**src/rtl/slot_write_sched.sv**
```systemverilog
// Slot-synchronous write scheduler.
// A free-running {voice,env} slot counter sweeps the parameter store; host updates are
// queued and each is written back only when the counter reaches its target slot.
// Optional feature: define SLOT_WRITE_SCHED_STATS_EN to add a 16-bit commit counter output.
module slot_write_sched #(
  parameter int unsigned VOICES     = 8,
  parameter int unsigned V_ENVS     = 8,
  parameter int unsigned V_WIDTH    = 3,
  parameter int unsigned E_WIDTH    = 3,
  parameter int unsigned D_WIDTH    = 8,
  parameter int unsigned FIFO_DEPTH = 4
) (
  input  logic                       sCLK_XVXENVS,
  input  logic                       reset_reg,
  input  logic                       run,
  output logic [V_WIDTH+E_WIDTH-1:0] xxxx,
  output logic                       frame_start,
  input  logic                       upd_valid,
  output logic                       upd_ready,
  input  logic [V_WIDTH-1:0]         upd_voice,
  input  logic [E_WIDTH-1:0]         upd_env,
  input  logic [D_WIDTH-1:0]         upd_data,
  output logic                       wr_en,
  output logic [V_WIDTH+E_WIDTH-1:0] wr_addr,
  output logic [D_WIDTH-1:0]         wr_data,
`ifdef SLOT_WRITE_SCHED_STATS_EN
  output logic [15:0]                commit_cnt,
`endif
  output logic                       busy
);

  localparam int unsigned AW       = V_WIDTH + E_WIDTH;
  localparam int unsigned PW       = $clog2(FIFO_DEPTH);
  localparam int unsigned NumSlots = VOICES * V_ENVS;

  localparam logic [AW-1:0] LastSlot  = AW'(NumSlots - 1);
  localparam logic [AW:0]   NumSlotsW = (AW+1)'(NumSlots);
  localparam logic [PW:0]   FullCnt   = (PW+1)'(FIFO_DEPTH);

  localparam logic [1:0] StIdle   = 2'd0;
  localparam logic [1:0] StWait   = 2'd1;
  localparam logic [1:0] StCommit = 2'd2;

  logic [AW-1:0]      slot_q, slot_d;
  logic [1:0]         state_q, state_d;
  logic [PW:0]        count_q, count_d;
  logic [PW-1:0]      rd_ptr_q, rd_ptr_d;
  logic [PW-1:0]      wr_ptr_q, wr_ptr_d;
  logic [AW-1:0]      wr_addr_q, wr_addr_d;
  logic [D_WIDTH-1:0] wr_data_q, wr_data_d;

  logic [AW-1:0]      addr_mem [FIFO_DEPTH];
  logic [D_WIDTH-1:0] data_mem [FIFO_DEPTH];

  logic [AW-1:0] upd_target;
  logic          push;
  logic          push_keep;
  logic          pop;

  assign upd_target = {upd_voice, upd_env};
  assign upd_ready  = (count_q != FullCnt);
  assign push       = upd_valid && upd_ready;
  // Out-of-range targets complete the handshake but are never queued.
  assign push_keep  = push && ({1'b0, upd_target} < NumSlotsW);
  // Slot match is only evaluated while waiting, so COMMIT never matches.
  assign pop        = (state_q == StWait) && run && (count_q != '0) &&
                      (slot_q == addr_mem[rd_ptr_q]);

  assign xxxx        = slot_q;
  assign frame_start = run && (slot_q == '0);
  assign wr_en       = (state_q == StCommit);
  assign wr_addr     = wr_addr_q;
  assign wr_data     = wr_data_q;
  assign busy        = (state_q != StIdle);

  // Slot counter, queue bookkeeping and write-back registers next state.
  always_comb begin
    slot_d    = slot_q;
    rd_ptr_d  = rd_ptr_q;
    wr_ptr_d  = wr_ptr_q;
    count_d   = count_q;
    wr_addr_d = wr_addr_q;
    wr_data_d = wr_data_q;

    if (run) begin
      slot_d = (slot_q == LastSlot) ? '0 : slot_q + 1'b1;
    end
    if (push_keep) begin
      wr_ptr_d = wr_ptr_q + 1'b1;
    end
    if (pop) begin
      rd_ptr_d  = rd_ptr_q + 1'b1;
      wr_addr_d = addr_mem[rd_ptr_q];
      wr_data_d = data_mem[rd_ptr_q];
    end
    unique case ({push_keep, pop})
      2'b10:   count_d = count_q + 1'b1;
      2'b01:   count_d = count_q - 1'b1;
      default: count_d = count_q;
    endcase
  end

  // Scheduler FSM: wait for the head's slot, then hold the write strobe for one cycle.
  always_comb begin
    state_d = state_q;
    case (state_q)
      StIdle:   if (count_q != '0) state_d = StWait;
      StWait:   if (pop) state_d = StCommit;
      StCommit: state_d = (count_q != '0) ? StWait : StIdle;
      default:  state_d = StIdle;
    endcase
  end

  // State registers; reset overrides every other update, aborting any pending commit.
  always_ff @(posedge sCLK_XVXENVS) begin
    if (reset_reg) begin
      slot_q    <= '0;
      state_q   <= StIdle;
      count_q   <= '0;
      rd_ptr_q  <= '0;
      wr_ptr_q  <= '0;
      wr_addr_q <= '0;
      wr_data_q <= '0;
    end else begin
      slot_q    <= slot_d;
      state_q   <= state_d;
      count_q   <= count_d;
      rd_ptr_q  <= rd_ptr_d;
      wr_ptr_q  <= wr_ptr_d;
      wr_addr_q <= wr_addr_d;
      wr_data_q <= wr_data_d;
    end
  end

  // Queue storage; contents are don't-care once the pointers are reset.
  always_ff @(posedge sCLK_XVXENVS) begin
    if (!reset_reg && push_keep) begin
      addr_mem[wr_ptr_q] <= upd_target;
      data_mem[wr_ptr_q] <= upd_data;
    end
  end

`ifdef SLOT_WRITE_SCHED_STATS_EN
  logic [15:0] commit_cnt_q;

  // Count write strobes, wrapping naturally at 16 bits.
  always_ff @(posedge sCLK_XVXENVS) begin
    if (reset_reg) begin
      commit_cnt_q <= '0;
    end else if (state_q == StCommit) begin
      commit_cnt_q <= commit_cnt_q + 16'd1;
    end
  end

  assign commit_cnt = commit_cnt_q;
`endif

endmodule

```
**config.mk**
```make
export PLATFORM = sky130hd
export DESIGN_NAME = slot_write_sched
export DESIGN_NICKNAME = d
export VERILOG_FILES = /design/src/rtl/slot_write_sched.sv
export SDC_FILE = /design/constraint.sdc
export NUM_CORES = 1
export LEC_CHECK = 0
export ABC_AREA = 1
export CORE_ASPECT_RATIO = 1.4
export CORE_MARGIN = 2
export CORE_UTILIZATION = 38
export DETAILED_ROUTE_END_ITERATION = 16
export PLACE_DENSITY_LB_ADDON = 0.2
export SETUP_SLACK_MARGIN = 0.1
export SKIP_LAST_GASP = 1
export SLEW_MARGIN = 20
export SYNTH_ARGS = -nofsm -noshare
export SYNTH_HDL_FRONTEND = slang
export SYNTH_SLANG_ARGS = --single-unit
```
**constraint.sdc**
```tcl
create_clock -name sCLK_XVXENVS -period 3.7 [get_ports sCLK_XVXENVS]
set_input_delay 0.74 -clock sCLK_XVXENVS [delete_from_list [all_inputs] [get_ports sCLK_XVXENVS]]
set_output_delay 0.74 -clock sCLK_XVXENVS [all_outputs]
set_load 0.03 [all_outputs]
```
# Yosys cells after proc, flatten, opt, wreduce, memory -nomap -nowiden
# Memory sizes are Yosys's and may differ from the RTL's. A register that Yosys moved wholly into a read port is not among the register bits.
# Cells that the tools add are included.
[classes]
add_sub_neg = 5
eq_ne = 9
n_mux = 10
n_reduce_logical = 13
[op_table]
columns = ["op", "count"]
rows = [
  ["2-bit two-way mux", 4],
  ["6-bit by 1-bit adder with 6-bit output, second input constant", 1],
  ["6-bit == test", 1],
  ["6-bit == test, second input constant", 1],
  ["1-bit logical AND", 6],
  ["6-bit zero test", 1],
  ["6-bit two-way mux", 1],
  ["2-bit one-hot mux with 3 select lines", 1],
  ["3-bit one-hot mux with 2 select lines", 1],
  ["2-bit by 1-bit adder with 2-bit output, second input constant", 2],
  ["2-bit by 1-bit == test with 1-bit output, second input constant", 2],
  ["2-bit == test, second input constant", 2],
  ["2-bit inequality test, second input constant", 2],
  ["2-bit nonzero test", 2],
  ["3-bit by 1-bit adder with 3-bit output, second input constant", 1],
  ["1-bit two-way mux", 3],
  ["3-bit inequality test, second input constant", 1],
  ["3-bit nonzero test", 1],
  ["3-bit by 1-bit subtractor with 3-bit output, second input constant", 1],
  ["2-bit zero test", 1],
  ["2-bit AND reduction", 1],
  ["1-bit zero test", 1],
]
[totals]
reg_bits = 21
output_inout_bits = 24
memories = 2
inputBits = 18
ram_bits = 56
elab_cells = 45
[mem_list]
columns = ["name", "words", "width", "rd", "rd_ports_with_merged_regs", "wr", "line", "source"]
rows = [
  ["data_mem", 4, 8, 1, 1, 1, "53", "logic [D_WIDTH-1:0] data_mem [FIFO_DEPTH];"],
  ["addr_mem", 4, 6, 1, 1, 1, "52", "logic [AW-1:0] addr_mem [FIFO_DEPTH];"],
]

# Depth between registers and ports, before layout
[logic_depth]
ltp_word = 6
ltp_mapped = 18
mapped_depth_nobuf = 17

# Least setup slack after synthesis
# OpenSTA, ideal clock, no wires.
[synth_timing]
path_kind = "input port to flip-flop"
start = "input run"
end = "register count_q[2]"
setup_time_ps = 122
required_ps = 3578
path_slack_ps = 1030
path_buffers = 1
path_stages = 16
arrival_ps = 2548
path_cell_list = "buf_2 nand3_1 nor2_1 nand2_1 inv_2 nand2_1 nor2_4 nand2_4 inv_2 ha_1 inv_1 fa_1 a21oi_1 o21ai_0 o21ai_0 a21oi_1"
[synth_between]
elab_chain_cells = 5
word_cells_on_any_way = 7
cone_classes = "2 x eq/ne; 1 x mux; 4 x reduce/logical"
[synth_rtl]
columns = ["item", "line", "source"]
rows = [
  ["start, declared", "15", "input logic run,"],
  ["1-bit logical AND (*) (3 in a row)", "66", "assign pop = (state_q == StWait) && run && (count_q != '0) &&"],
  ["named net pop", "58", "logic pop;"],
  ["2-bit by 1-bit == test with 1-bit output / 2-bit == test (equally long branches)", "96", "unique case ({push_keep, pop})"],
  ["3-bit one-hot mux with 2 select lines / 2-bit nonzero test (equally long branches)", "-", ""],
  ["end signal, assigned", "127", "count_q <= count_d;"],
  ["end, declared", "46", "logic [PW:0] count_q, count_d;"],
]
# Mark *: on every way through the listed nets, which the timed path passes. The rest lies on a longest branch.
# A chain may end at the register's enable or synchronous reset.

# Final worst setup path
[layout_timing]
start = "input run"
end = "output frame_start"
[layout_between]
elab_chain_cells = 1
[layout_rtl]
columns = ["item", "line", "source"]
rows = [
  ["1-bit logical AND", "70", "assign frame_start = run && (slot_q == '0);"],
  ["end, declared", "17", "output logic frame_start,"],
]
# No other way between the ends.

==> impl_metrics.yaml <==
status:
  outcome: "completed"
critical_path:
  rr_endpoint: "count_q[2]$_SDFFE_PP0P_"
  critical_path_peak_fanout: 8
  critical_path_arrival_ns: 2.36
  worst-r2r-cell-count: 18
  worst_ep_required_time_ns: 2.96
  criticalPathCategory: "in -> out"
  reg2reg_slack_ns: 0.93
  worst_setup_path_end_kind: "primary output"
  cp-start-kind: "input port"
placed_design:
  port_buffers: 41
  detailed_place_hpwl_um: 4940
  placedCellCount: 508
  finalWeightedCongestion: 0.843
sta:
  post-route-min-period_ns: 3.10
  final.setup.tns_ns: 0
  unrepaired_setup_endpoints_after_global_routing: "no"
  maxSlewHeadroom: 0.591
  clock.fmax_ghz: 0.323
  setup_viol: 0
  drv_slew: 0
  max_slew.worst_pin.slew_ns: 0.613
  final_period_util: 0.837
  timing_hold_violations_final: 0
  timing.clock.skew_ns: 0.00721
pwr:
  leakagePower_nw: 1.66
  power.density_cell_area_nw_per_um2: 452
  vdd_drop_max_mv: 0.239
  finalPower_w: 0.00200
synth:
  seq_total_area_yosys: 0.635
  synth.avg_cell_area_um2: 10.0
  synth_cell_types: 26
  synthTopCellsByArea: "sky130_fd_sc_hd__edfxtp_1 (46%), sky130_fd_sc_hd__dfxtp_1 (17%), sky130_fd_sc_hd__nand2_1 (6.9%), sky130_fd_sc_hd__nor2_1 (6.2%), sky130_fd_sc_hd__o21ai_0 (3.2%)"
  synth_top_area_share: 0.464
  yosysWarningCount: 0
  netlist_instances: 361
  syn_nets: 387
  post-synth-top-area-cell: "sky130_fd_sc_hd__edfxtp_1"
  synth-seq-cells: 87
  syn_area_um2: 3630
grt:
  pin_count_of_the_biggest_net_entering_global_routing: 27
  antenna_found_initial: 0
  via_count_of_the_first_global_routing_pass: 2387
  grt_first_pass_wirelength_um: 12000
  grt_usage: 0.154
  grt_remaining_overflow: 0
floorplan:
  floorplan.rows: 42
  die_span_in_y_um: 120
  floorplan.die_area_um2: 10400
  die_w_um: 86.6
  core_um2: 9350
  initial_utilization: 0.388
  floorplan.io_pins: 42
hold_path:
  hp-start: "wr_data[0]$_SDFFE_PP0P_"
  whs_path_depth: 2
  hold_path_end: "wr_data[0]$_SDFFE_PP0P_"
  min_path_type: "reg -> reg"
cts:
  clock_insertion_delay_worst_skew_ns: 0.34
  tritoncts.num_buffers: 9
  tritoncts_clock_tree: "built"
  hold_buffers: 0
  cts.sink_count: 87
  post_cts.resized_instances: 0
  clock_transition_time_at_the_flip_flop_clock_pins_of_the_worst_setup_and_hold_paths_ns: 0.06
  h_tree_levels: 3
  cts_post_setup_buffers_inserted: 0
  cts-root-buf: "sky130_fd_sc_hd__clkbuf_16"
  cts_buffer_depth: 2
route:
  initialDrtViolationCount: 154
  detail-route-antenna-nets: 0
  drt_pass1_iterations: 4
  routed_wirelength_um: 7320
  drc: 0
  drt-wirelength-per-cell_um: 14.0
  vias: 2553
  route.detailed.vias_per_inst: 4.88
layout:
  final_layout_size_suffix_gt1_frac: 0.0872
  ff_latch_area_um2: 2300
  area_delta_synth_final_pct: 21.9
  finish.net_count: 435
  finish.cell_count_without_fillers: 523
  multi_input_comb_area_um2: 1130
  ant_diodes: 0
  layout.filler_cells: 886
  final_util: 0.473
flow_run:
  drv_cap: 0
layout by cell type, fill, tap and decap left out, drive strengths merged:
cell	n
nor3	3
nor2	62
clkbuf	10
inv	34
ha	7
nand4	3
o21ai	31
fa	1
nand3	26
clkinv	3
clkdlybuf4s50	41
edfxtp	56
a21oi	15
o22ai	9
clkinvlp	1
xor2	2
nor3b	1
dfxtp	31
buf	7
nand2	70
Yosys cell counts:
| master | instances |
|---|---|
| sky130_fd_sc_hd__o22ai_1 | 9 |
| sky130_fd_sc_hd__nor2_1 | 60 |
| sky130_fd_sc_hd__nor3b_1 | 1 |
| sky130_fd_sc_hd__nor2_4 | 2 |
| sky130_fd_sc_hd__o21ai_0 | 23 |
| sky130_fd_sc_hd__buf_2 | 2 |
| sky130_fd_sc_hd__buf_4 | 1 |
| sky130_fd_sc_hd__nand3_1 | 21 |
| sky130_fd_sc_hd__inv_1 | 28 |
| sky130_fd_sc_hd__xor2_1 | 2 |
| sky130_fd_sc_hd__dfxtp_1 | 31 |
| sky130_fd_sc_hd__buf_1 | 1 |
| sky130_fd_sc_hd__buf_6 | 3 |
| sky130_fd_sc_hd__nand2_2 | 2 |
| sky130_fd_sc_hd__ha_1 | 7 |
| sky130_fd_sc_hd__fa_1 | 1 |
| sky130_fd_sc_hd__clkbuf_1 | 4 |
| sky130_fd_sc_hd__nand2_1 | 67 |
| sky130_fd_sc_hd__edfxtp_1 | 56 |
| sky130_fd_sc_hd__nand3_2 | 5 |
| sky130_fd_sc_hd__a21oi_1 | 15 |
| sky130_fd_sc_hd__inv_2 | 5 |
| sky130_fd_sc_hd__o21ai_1 | 8 |
| sky130_fd_sc_hd__nor3_1 | 3 |
| sky130_fd_sc_hd__nand4_1 | 3 |
| sky130_fd_sc_hd__nand2_4 | 1 |
per-stage QoR:
stage	setup WS, ns	hold slack [ns]	cell area [µm²]
finish	0.602	0.489	4420
global route	0.351	0.522	4420
CTS	0.599	0.490	4420
detailed placement	0.291	0.478	4160
global placement	0.403	0.474	4160
floorplan	1.03	0.452	3630
worst max path at each step:
stage	end	slack, ns	from
2_1_floorplan	count_q[2]$_SDFFE_PP0P_	1.03	run
3_3_place_gp	count_q[2]$_SDFFE_PP0P_	0.40	run
3_5_place_dp	count_q[2]$_SDFFE_PP0P_	0.29	run
4_1_cts	frame_start	0.60	run
5_1_grt	count_q[2]$_SDFFE_PP0P_	0.35	run
6_report	frame_start	0.60	run
registers in the layout (all words and copies together), names as in the netlist, named ones only:
signal,count
data_mem,32
addr_mem,24
wr_data,8
wr_addr,6
xxxx,6
count_q,3
rd_ptr_q,2
state_q,2
wr_ptr_q,2
layout make-up:
| cell class | count | area share |
|---|---|---|
| multi-input cells | 230 | 0.256 |
| clock buffers | 10 | 0.0518 |
| inverters | 33 | 0.0280 |
| repair buffers | 48 | 0.105 |
| flip-flops and latches | 87 | 0.521 |
| well taps | 110 | 0.0311 |
| clock inverters | 5 | 0.00792 |
metal layers:
metal / share of wire / global-route usage / vias up
met5: 0 / 0 / -
met4: 0.024 / 0.0771 / 0
met3: 0.038 / 0.0406 / 10
met2: 0.48 / 0.239 / 44
met1: 0.45 / 0.198 / 1189
li1: - / - / 1310
worst max-delay path, stage by stage:
cell and delay [ns]:
sky130_fd_sc_hd__clkdlybuf4s50_1 0.63, sky130_fd_sc_hd__nand4_1 0.14, sky130_fd_sc_hd__nor3_1 0.15, sky130_fd_sc_hd__clkdlybuf4s50_1 0.69
where the power goes:
group / switching, W / internal (W)
Sequential: 0.0000111 / 0.00106
Combinational: 0.0000749 / 0.0000509
Clock: 0.000351 / 0.000451
kinds of logic (layout without fill, tap and decap cells):
logic type | after synthesis | after routing | share of synthesized area
AO/OA/AOI/OAI | 55 | 55 | 0.0790
flip-flops | 87 | 87 | 0.635
buffers and inverters | 44 | 96 | 0.0535
adder cells (fa/ha/maj) | 8 | 8 | 0.0297
AND/OR/NAND/NOR | 165 | 165 | 0.198
XOR/XNOR | 2 | 2 | 0.00483
(Power assumes the default switching activity.)
